**config.mk**
```make
export PLATFORM = sky130hd
export DESIGN_NAME = mdu
export DESIGN_NICKNAME = d
export VERILOG_FILES = /design/src/rtl/mdu_pkg.sv /design/src/rtl/mdu_div.sv /design/src/rtl/mdu.sv
export SDC_FILE = /design/constraint.sdc
export NUM_CORES = 2
export LEC_CHECK = 0
export BUFFER_PORTS_ARGS = -buffer_cell sky130_fd_sc_hd__buf_4
export CAP_MARGIN = 25
export CORE_MARGIN = 2
export CORE_UTILIZATION = 45
export DETAILED_ROUTE_END_ITERATION = 8
export SLEW_MARGIN = 5
export SYNTH_ARGS = -nofsm -noshare
export SYNTH_HDL_FRONTEND = slang
export SYNTH_HIERARCHICAL = 1
export SYNTH_SLANG_ARGS = --single-unit
```
**constraint.sdc**
```tcl
create_clock -name clk -period 4.5 [get_ports clk]
set_input_delay 0.225 -clock clk [delete_from_list [all_inputs] [get_ports clk]]
set_output_delay 0.225 -clock clk [all_outputs]
set_load 0.1 [all_outputs]
```
**src/rtl/mdu_pkg.sv**
```systemverilog
// Shared multiply/divide unit definitions: op one-hot indices, divider FSM states,
// HI/LO payload type and the operand magnitude helper.
package mdu_pkg;

    localparam int unsigned XLEN     = 32;
    localparam int unsigned DIV_ITER = 32;
    localparam int unsigned CNT_W    = $clog2(DIV_ITER);

    localparam int unsigned MDOP_W     = 8;
    localparam int unsigned MDOP_MULT  = 0;
    localparam int unsigned MDOP_MULTU = 1;
    localparam int unsigned MDOP_DIV   = 2;
    localparam int unsigned MDOP_DIVU  = 3;
    localparam int unsigned MDOP_MFHI  = 4;
    localparam int unsigned MDOP_MFLO  = 5;
    localparam int unsigned MDOP_MTHI  = 6;
    localparam int unsigned MDOP_MTLO  = 7;

    typedef enum logic [1:0] {
        S_IDLE = 2'd0,
        S_DIV  = 2'd1,
        S_FIX  = 2'd2
    } div_state_t;

    typedef struct packed {
        logic [XLEN-1:0] hi;
        logic [XLEN-1:0] lo;
    } hilo_t;

    // Two's-complement magnitude when the operand is treated as signed.
    function automatic logic [XLEN-1:0] mag(input logic [XLEN-1:0] v, input logic sgn);
        return (sgn && v[XLEN-1]) ? XLEN'(-v) : v;
    endfunction

endpackage

```
**src/rtl/mdu_div.sv**
```systemverilog
// Iterative radix-2 restoring divider: magnitude latch, one step per cycle, sign fix.
module mdu_div
    import mdu_pkg::*;
(
    input  logic            clk,
    input  logic            rst_n,
    input  logic            start,
    input  logic            is_signed,
    input  logic [XLEN-1:0] opr1,
    input  logic [XLEN-1:0] opr2,
    output logic            busy_c,
    output logic            done_c,
    output logic [XLEN-1:0] quo_c,
    output logic [XLEN-1:0] rem_c
);

    div_state_t       state, state_nxt;
    logic [CNT_W-1:0] cnt;
    logic [XLEN-1:0]  q_r, d_r, r_r;
    logic             q_neg, r_neg;
    logic [XLEN:0]    r_sh, diff;

    always_ff @(posedge clk or negedge rst_n) begin
        if (!rst_n) state <= S_IDLE;
        else        state <= state_nxt;
    end

    always_comb begin
        state_nxt = state;
        case (state)
            S_IDLE:  if (start) state_nxt = S_DIV;
            S_DIV:   if (cnt == CNT_W'(DIV_ITER - 1)) state_nxt = S_FIX;
            S_FIX:   state_nxt = S_IDLE;
            default: state_nxt = S_IDLE;
        endcase
    end

    // A negative 33-bit difference means the divisor did not fit; keep the shifted remainder.
    always_comb begin
        r_sh = {r_r, q_r[XLEN-1]};
        diff = r_sh - {1'b0, d_r};
    end

    always_ff @(posedge clk or negedge rst_n) begin
        if (!rst_n) begin
            cnt   <= '0;
            q_r   <= '0;
            d_r   <= '0;
            r_r   <= '0;
            q_neg <= 1'b0;
            r_neg <= 1'b0;
        end else if (state == S_IDLE && start) begin
            cnt   <= '0;
            q_r   <= mag(opr1, is_signed);
            d_r   <= mag(opr2, is_signed);
            r_r   <= '0;
            q_neg <= is_signed & (opr1[XLEN-1] ^ opr2[XLEN-1]);
            r_neg <= is_signed & opr1[XLEN-1];
        end else if (state == S_DIV) begin
            cnt <= cnt + CNT_W'(1);
            q_r <= {q_r[XLEN-2:0], ~diff[XLEN]};
            r_r <= diff[XLEN] ? r_sh[XLEN-1:0] : diff[XLEN-1:0];
        end
    end

    assign busy_c = (state != S_IDLE);
    assign done_c = (state == S_FIX);
    assign quo_c  = q_neg ? XLEN'(-q_r) : q_r;
    assign rem_c  = r_neg ? XLEN'(-r_r) : r_r;

endmodule

```
**src/rtl/mdu.sv**
```systemverilog
// Multiply/divide unit: 2-stage multiplier, iterative divider, HI/LO registers with
// same-cycle completion bypass for mfhi/mflo.
module mdu
    import mdu_pkg::*;
(
    input  logic              clk,
    input  logic              rst_n,
    input  logic              mdu_flush_i,
    input  logic              mdu_stall_i,
    input  logic [XLEN-1:0]   mdu_opr1_i,
    input  logic [XLEN-1:0]   mdu_opr2_i,
    input  logic [MDOP_W-1:0] mdu_op_i,
    input  logic [XLEN-1:0]   mdu_whi_i,
    input  logic [XLEN-1:0]   mdu_wlo_i,
    output logic              mdu_is_active,
    output logic              mdu_div_active,
    output logic [XLEN-1:0]   mdu_hi_o,
    output logic [XLEN-1:0]   mdu_lo_o
);

    logic              accept, mul_acc, div_req, div_start, mthi_acc, mtlo_acc, mul_sgn;
    logic [2*XLEN-1:0] mul_a, mul_b, mul_full;
    logic              mul_v;
    hilo_t             prod, hilo_r, wr, hilo_d;
    logic              div_busy, div_done;
    logic [XLEN-1:0]   div_quo, div_rem;

    assign accept    = (|mdu_op_i) & ~mdu_stall_i & ~mdu_flush_i;
    assign mul_acc   = accept & (mdu_op_i[MDOP_MULT] | mdu_op_i[MDOP_MULTU]);
    assign div_req   = accept & (mdu_op_i[MDOP_DIV] | mdu_op_i[MDOP_DIVU]);
    assign div_start = div_req & ~div_busy;
    assign mthi_acc  = accept & mdu_op_i[MDOP_MTHI];
    assign mtlo_acc  = accept & mdu_op_i[MDOP_MTLO];
    assign mul_sgn   = mdu_op_i[MDOP_MULT];

    // Extending to 64 bits first lets one truncated multiply serve both signednesses.
    always_comb begin
        mul_a    = {{XLEN{mul_sgn & mdu_opr1_i[XLEN-1]}}, mdu_opr1_i};
        mul_b    = {{XLEN{mul_sgn & mdu_opr2_i[XLEN-1]}}, mdu_opr2_i};
        mul_full = mul_a * mul_b;
    end

    always_ff @(posedge clk or negedge rst_n) begin
        if (!rst_n) begin
            mul_v <= 1'b0;
            prod  <= '0;
        end else begin
            mul_v <= mul_acc;
            if (mul_acc) prod <= mul_full;
        end
    end

    mdu_div u_div (
        .clk       (clk),
        .rst_n     (rst_n),
        .start     (div_start),
        .is_signed (mdu_op_i[MDOP_DIV]),
        .opr1      (mdu_opr1_i),
        .opr2      (mdu_opr2_i),
        .busy_c    (div_busy),
        .done_c    (div_done),
        .quo_c     (div_quo),
        .rem_c     (div_rem)
    );

    // Completion value is bypassed to the outputs; a younger MTHI/MTLO wins the register.
    always_comb begin
        wr = hilo_r;
        if (mul_v)         wr = prod;
        else if (div_done) wr = '{hi: div_rem, lo: div_quo};
        hilo_d = wr;
        if (mthi_acc) hilo_d.hi = mdu_whi_i;
        if (mtlo_acc) hilo_d.lo = mdu_wlo_i;
    end

    always_ff @(posedge clk or negedge rst_n) begin
        if (!rst_n) hilo_r <= '0;
        else        hilo_r <= hilo_d;
    end

    assign mdu_hi_o       = wr.hi;
    assign mdu_lo_o       = wr.lo;
    assign mdu_is_active  = mul_v | div_busy;
    assign mdu_div_active = div_busy;

    a_no_div_while_busy: assert property (@(posedge clk) disable iff (!rst_n)
        !(div_req && div_busy));

endmodule

```
* Word level (Yosys, flattened, before mapping)
Index checks and enable logic that the tools add are counted.
Operators by class: add/subtract/negate cells 6, muxes and demuxes 18, bitwise logic cells 19, reduce and logical (&&, ||, !) cells 8, $mul 1, equality and inequality tests 5
Operators by type and width (number):
- 2-to-1 mux 32 bit | 11
- 2-to-1 mux 64 bit | 2
- negator 32 bit | 4
- multiplier 33 x 33 -> 64 bit | 1
- subtractor 33 x 32 -> 33 bit | 1
- bitwise AND 1 bit | 11
- 2-to-1 mux 5 bit | 2
- OR reduction 8 bit | 1
- adder 5 x 1 -> 5 bit (second input constant) | 1
- == test 5 bit (second input constant) | 1
- 2-to-1 mux 2 bit | 2
- != test 2 x 1 -> 1 bit (second input constant) | 2
- NOT 1 bit | 4
- case mux 2 bit (2 select lines) | 1
- nonzero test 2 bit | 2
- logical AND 1 bit | 3
- OR 1 bit | 3
- == test 2 x 1 -> 1 bit (second input constant) | 1
- == test 2 bit (second input constant) | 1
- zero test 2 bit | 1
- AND reduction 2 bit | 1
- bitwise XOR 1 bit | 1
Word-level totals: logic and storage cells 69, output and inout bits 66, flip-flop bits (word level) 234

* Depth between registers and ports, before layout
depth in word-level cells 7, mapped depth 30, mapped depth without buffers 27

* By module
Netlist, hierarchy kept.
Modules (own cells, without submodules):
- mdu | times used 1, area each 44047.2 sq um, cells each 4767
- mdu_div | times used 1, area each 8848.5 sq um, cells each 1101

* Worst setup path after synthesis
Ideal clock, no wire load.
path kind input to register, start in mdu_op_i[0], end reg prod[60] (netlist bit), data arrival time 7.870 ns, path slack -3.501 ns, stages 28, setup time 0.131 ns, path through clkbuf_1 -> and2_1 -> clkbuf_1 -> nand2_1 -> inv_1 -> fa_1 -> fa_1 -> fa_1 -> inv_1 -> fa_1 -> inv_1 -> fa_1 -> fa_1 -> inv_1 -> fa_1 -> fa_1 -> inv_1 -> ha_1 -> clkbuf_1 -> a21o_1 -> a21o_1 -> a21o_1 -> a21o_1 -> a21o_1 -> a21o_1 -> a21oi_1 -> o31a_1 -> nand3_1
Between the ends: word-level cells in the longest chain between the ends 4, elaborated cells on any way between the ends 8, classes of those cells mul: 1; bitwise: 6; reduce/logical: 1
RTL lines:
- start, declared | line mdu.sv:12 | input logic [MDOP_W-1:0] mdu_op_i,
- branches (longest 4 deep; another with multiplier 33 x 33 -> 64 bit)
- end signal, assigned | line mdu.sv:49 | if (mul_acc) prod <= mul_full;
- end, declared | line mdu.sv:24 | hilo_t prod, hilo_r, wr, hilo_d;
Several ways; the timed one is not identified. A chain may end at the register's enable or synchronous reset.

* Worst setup path after layout
start in mdu_opr2_i[7], end reg prod[63] (netlist bit)
Between the ends: word-level cells in the longest chain between the ends 1
RTL lines:
- start, declared | line mdu.sv:11 | input logic [XLEN-1:0] mdu_opr2_i,
- multiplier 33 x 33 -> 64 bit | line mdu.sv:40 | mul_full = mul_a * mul_b;
Every way passes these cells.

==> out/results.ini <==
[critical_path]
crit_path_frequent_cell=fa_1
rrSetupSlack_ps=780
startpoint_type=input port
critPathTopFamily=adder cells
reg2reg_to=hilo_r[62]
worstSetupPathType=in2reg
required_ps=4940
crit_buf_inv=8
slowest_delay_ps=560
endpoint_kind=register
arrival_ps=7140
endpoint=prod[63]
crit_fanout=15
critPathSlowestCell=fa_1
path_depth=26
r2r.worst_path.cells=13
crit_start=mdu_opr2_i[7]
rr_startpoint=u_div/r_r[0]

[clock_tree]
cts_root_buf=clkbuf_16
clk_pin_slew_ps=70
insertion_delay_ps=590
cts.htree.levels=1
clock_sinks=234
clk_path_buf_depth=3
cts_tree=done
cts_buffers=27

[route]
drt_pass1_iterations=5
ant_nets=0
route.detailed.drc=0
vias=42900
drtIter0Drc=3013
drt-total-wl_um=170600
wl_per_cell_um=21.21
via_per_inst=5.333

[yosys]
yosysWarnings=6
syn_nets=7384
ys_seq_area_frac=0.1107
ys_types=85
async_flop_share=1.000
ys.flop_type=dfrtp_1
synth_edf_count=0
synth_area_sq_um=52900
avgSynthCellArea_sq_um=9.014
synth_cells=5868
synth-seq-cells=234

[placement]
numPortBuffers=203
place_congestion=0.9291
dpl.hpwl_um=138800
place_inst=7825

[floorplanning]
core_area_sq_um=116400
start_util=0.4546
row_count=125
die_x_um=346.9
die_area_sq_um=120300
die_y_um=346.9
io_pins=206

[hold_path]
hold_class=in2reg
min_from=mdu_opr2_i[8]

[layout]
finalNonFillerCells=8044
nets=8013
final_cell_mix=inv_1, fa_1, nand2_1, buf_4, and2_1
drive_gt1_frac=0.2176
final_common_cell=inv_1
syn_to_final_growth_pct=23.17

[grt]
grt_pass1_vias=45350
grt_pass1_wl_um=264900
grt_max_degree=124
grt.overflow.total=0
grt_usage=0.2849
antenna_found_initial=6

[timing]
tightest_slew_ps=1003
skew_ps=46.36
min_period_ps=6695
setup_slack_ps=-2195
rsz0062_at_grt=yes
fmax_mhz=149.4
hold_viol=0
slew_violations=0
tns_ps=-93130
setup_violations=54
post-route-period-util=1.488
max_slew_margin=0.3313

[flow_run]
drv_cap=0

[run_status]
outcome=finished with violations
violations=setup timing

-- repair_timing --
item / 4_1_cts / 5_1_grt
hold buffers: 66 / 0
setup buffers: 60 / 43
setup endpoints to repair: 57 / 62
cloned: 3 / 1
pin swaps: 133 / 121
hold endpoints to repair: 159 / 0
resized for setup: 364 / 208
-- metrics by stage --
| stage | hold slack, ps | area (sq um) | utilization | worst slack [ps] |
|---|---|---|---|---|
| after detailed placement | 295.3 | 60310 | 0.5183 | -3136 |
| after global routing | 51.08 | 65150 | 0.5599 | -2387 |
| final | 3.967 | 65150 | 0.5599 | -2195 |
| after global placement | 297.2 | 60310 | 0.5183 | -3064 |
| after CTS | 35.89 | 64000 | 0.5500 | -2171 |
| after floorplan | -70.59 | 54130 | - | -2694 |
-- Yosys cell counts (5+ instances only) --
| cell | instances | area (sq um) |
|---|---|---|
| or2_2 | 13 | 81.33 |
| nand4_1 | 25 | 156.4 |
| nand2_1 | 997 | 3742 |
| a211oi_1 | 18 | 135.1 |
| and4_1 | 5 | 43.79 |
| xor2_1 | 60 | 525.5 |
| mux2_2 | 64 | 720.7 |
| inv_1 | 1149 | 4313 |
| nor3_1 | 40 | 200.2 |
| buf_2 | 10 | 50.05 |
| o21ai_1 | 5 | 25.02 |
| and2_1 | 364 | 2277 |
| xnor2_1 | 147 | 1287 |
| and3_1 | 30 | 187.7 |
| a22oi_1 | 26 | 195.2 |
| a32oi_1 | 10 | 87.58 |
| mux2i_1 | 91 | 910.9 |
| nor4_1 | 12 | 75.07 |
| o21ai_0 | 292 | 1461 |
| o21a_1 | 14 | 105.1 |
| clkbuf_1 | 311 | 1167 |
| nor3b_1 | 6 | 45.04 |
| a21o_1 | 63 | 473.0 |
| nor2b_1 | 9 | 56.30 |
| a31oi_1 | 20 | 125.1 |
| a22o_1 | 7 | 61.31 |
| fa_1 | 1126 | 22540 |
| nand3_1 | 44 | 220.2 |
| ha_1 | 250 | 3128 |
| o211ai_1 | 7 | 52.55 |
| nor2_1 | 105 | 394.1 |
| buf_1 | 14 | 52.55 |
| a21oi_1 | 120 | 600.6 |
| dfrtp_1 | 234 | 5856 |
| or3_1 | 19 | 118.9 |
| o41ai_1 | 10 | 87.58 |
| nand2b_1 | 18 | 112.6 |
| o21bai_1 | 7 | 52.55 |
| or4_1 | 13 | 97.59 |
| o31ai_1 | 30 | 225.2 |
-- layout make-up --
cell class | count | area (sq um)
fill | 10440 | 51210
multi-input combinational | 4147 | 43520
timing repair buffer | 937 | 8622
sequential | 234 | 5862
inverter | 1150 | 4330
tap | 1524 | 1907
clock buffer | 36 | 749.5
clock inverter | 13 | 157.7
antenna | 3 | 7.507
-- worst reg2reg max path, delay by kind of cell (launching register included) --
kind | cells | cell delay (ps)
AOI/OAI and AO/OA | 2 | 310
adders and majority gates | 1 | 180
buffers and inverters | 1 | 160
DFF | 1 | 450
muxes | 2 | 560
and+or+nand+nor | 6 | 1840
xor gates and xnor gates | 1 | 120
-- kinds of logic after synthesis --
group | synth area share
compound gates | 0.08059
xor+xnor | 0.03427
fa+ha+maj | 0.4853
buf+inv | 0.1059
flops | 0.1107
mux | 0.03084
simple gates | 0.1524
-- registers in the layout, summed over array words and instances, names as in the netlist --
signal,cells
u_div/q_neg,1
u_div/cnt,5
hilo_r,64
u_div/state,2
prod,64
u_div/r_neg,1
u_div/d_r,32
mul_v,1
u_div/r_r,32
u_div/q_r,32
-- worst min-delay path by stage --
stage / cells after the start / slack, ps / endpoint
floorplan: 0 / -70 / hilo_r[0]
global placement: 1 / 300 / mul_v
detailed placement: 1 / 300 / mul_v
CTS: 3 / 40 / u_div/d_r[8]
global route: 3 / 50 / u_div/d_r[8]
finish: 3 / 4 / u_div/d_r[8]
-- per-layer routing --
| metal | part of all wire | vias to the layer above | global-route usage |
|---|---|---|---|
| met5 | 0.00023 | - | 0 |
| met4 | 0.036 | 6 | 0.08944 |
| met3 | 0.065 | 287 | 0.04720 |
| met2 | 0.48 | 1393 | 0.4678 |
| met1 | 0.42 | 22080 | 0.3865 |
| li1 | - | 19140 | - |
Power is not shown: default switching activity piles up to over one toggle a cycle in this logic, so the estimate is an artifact.
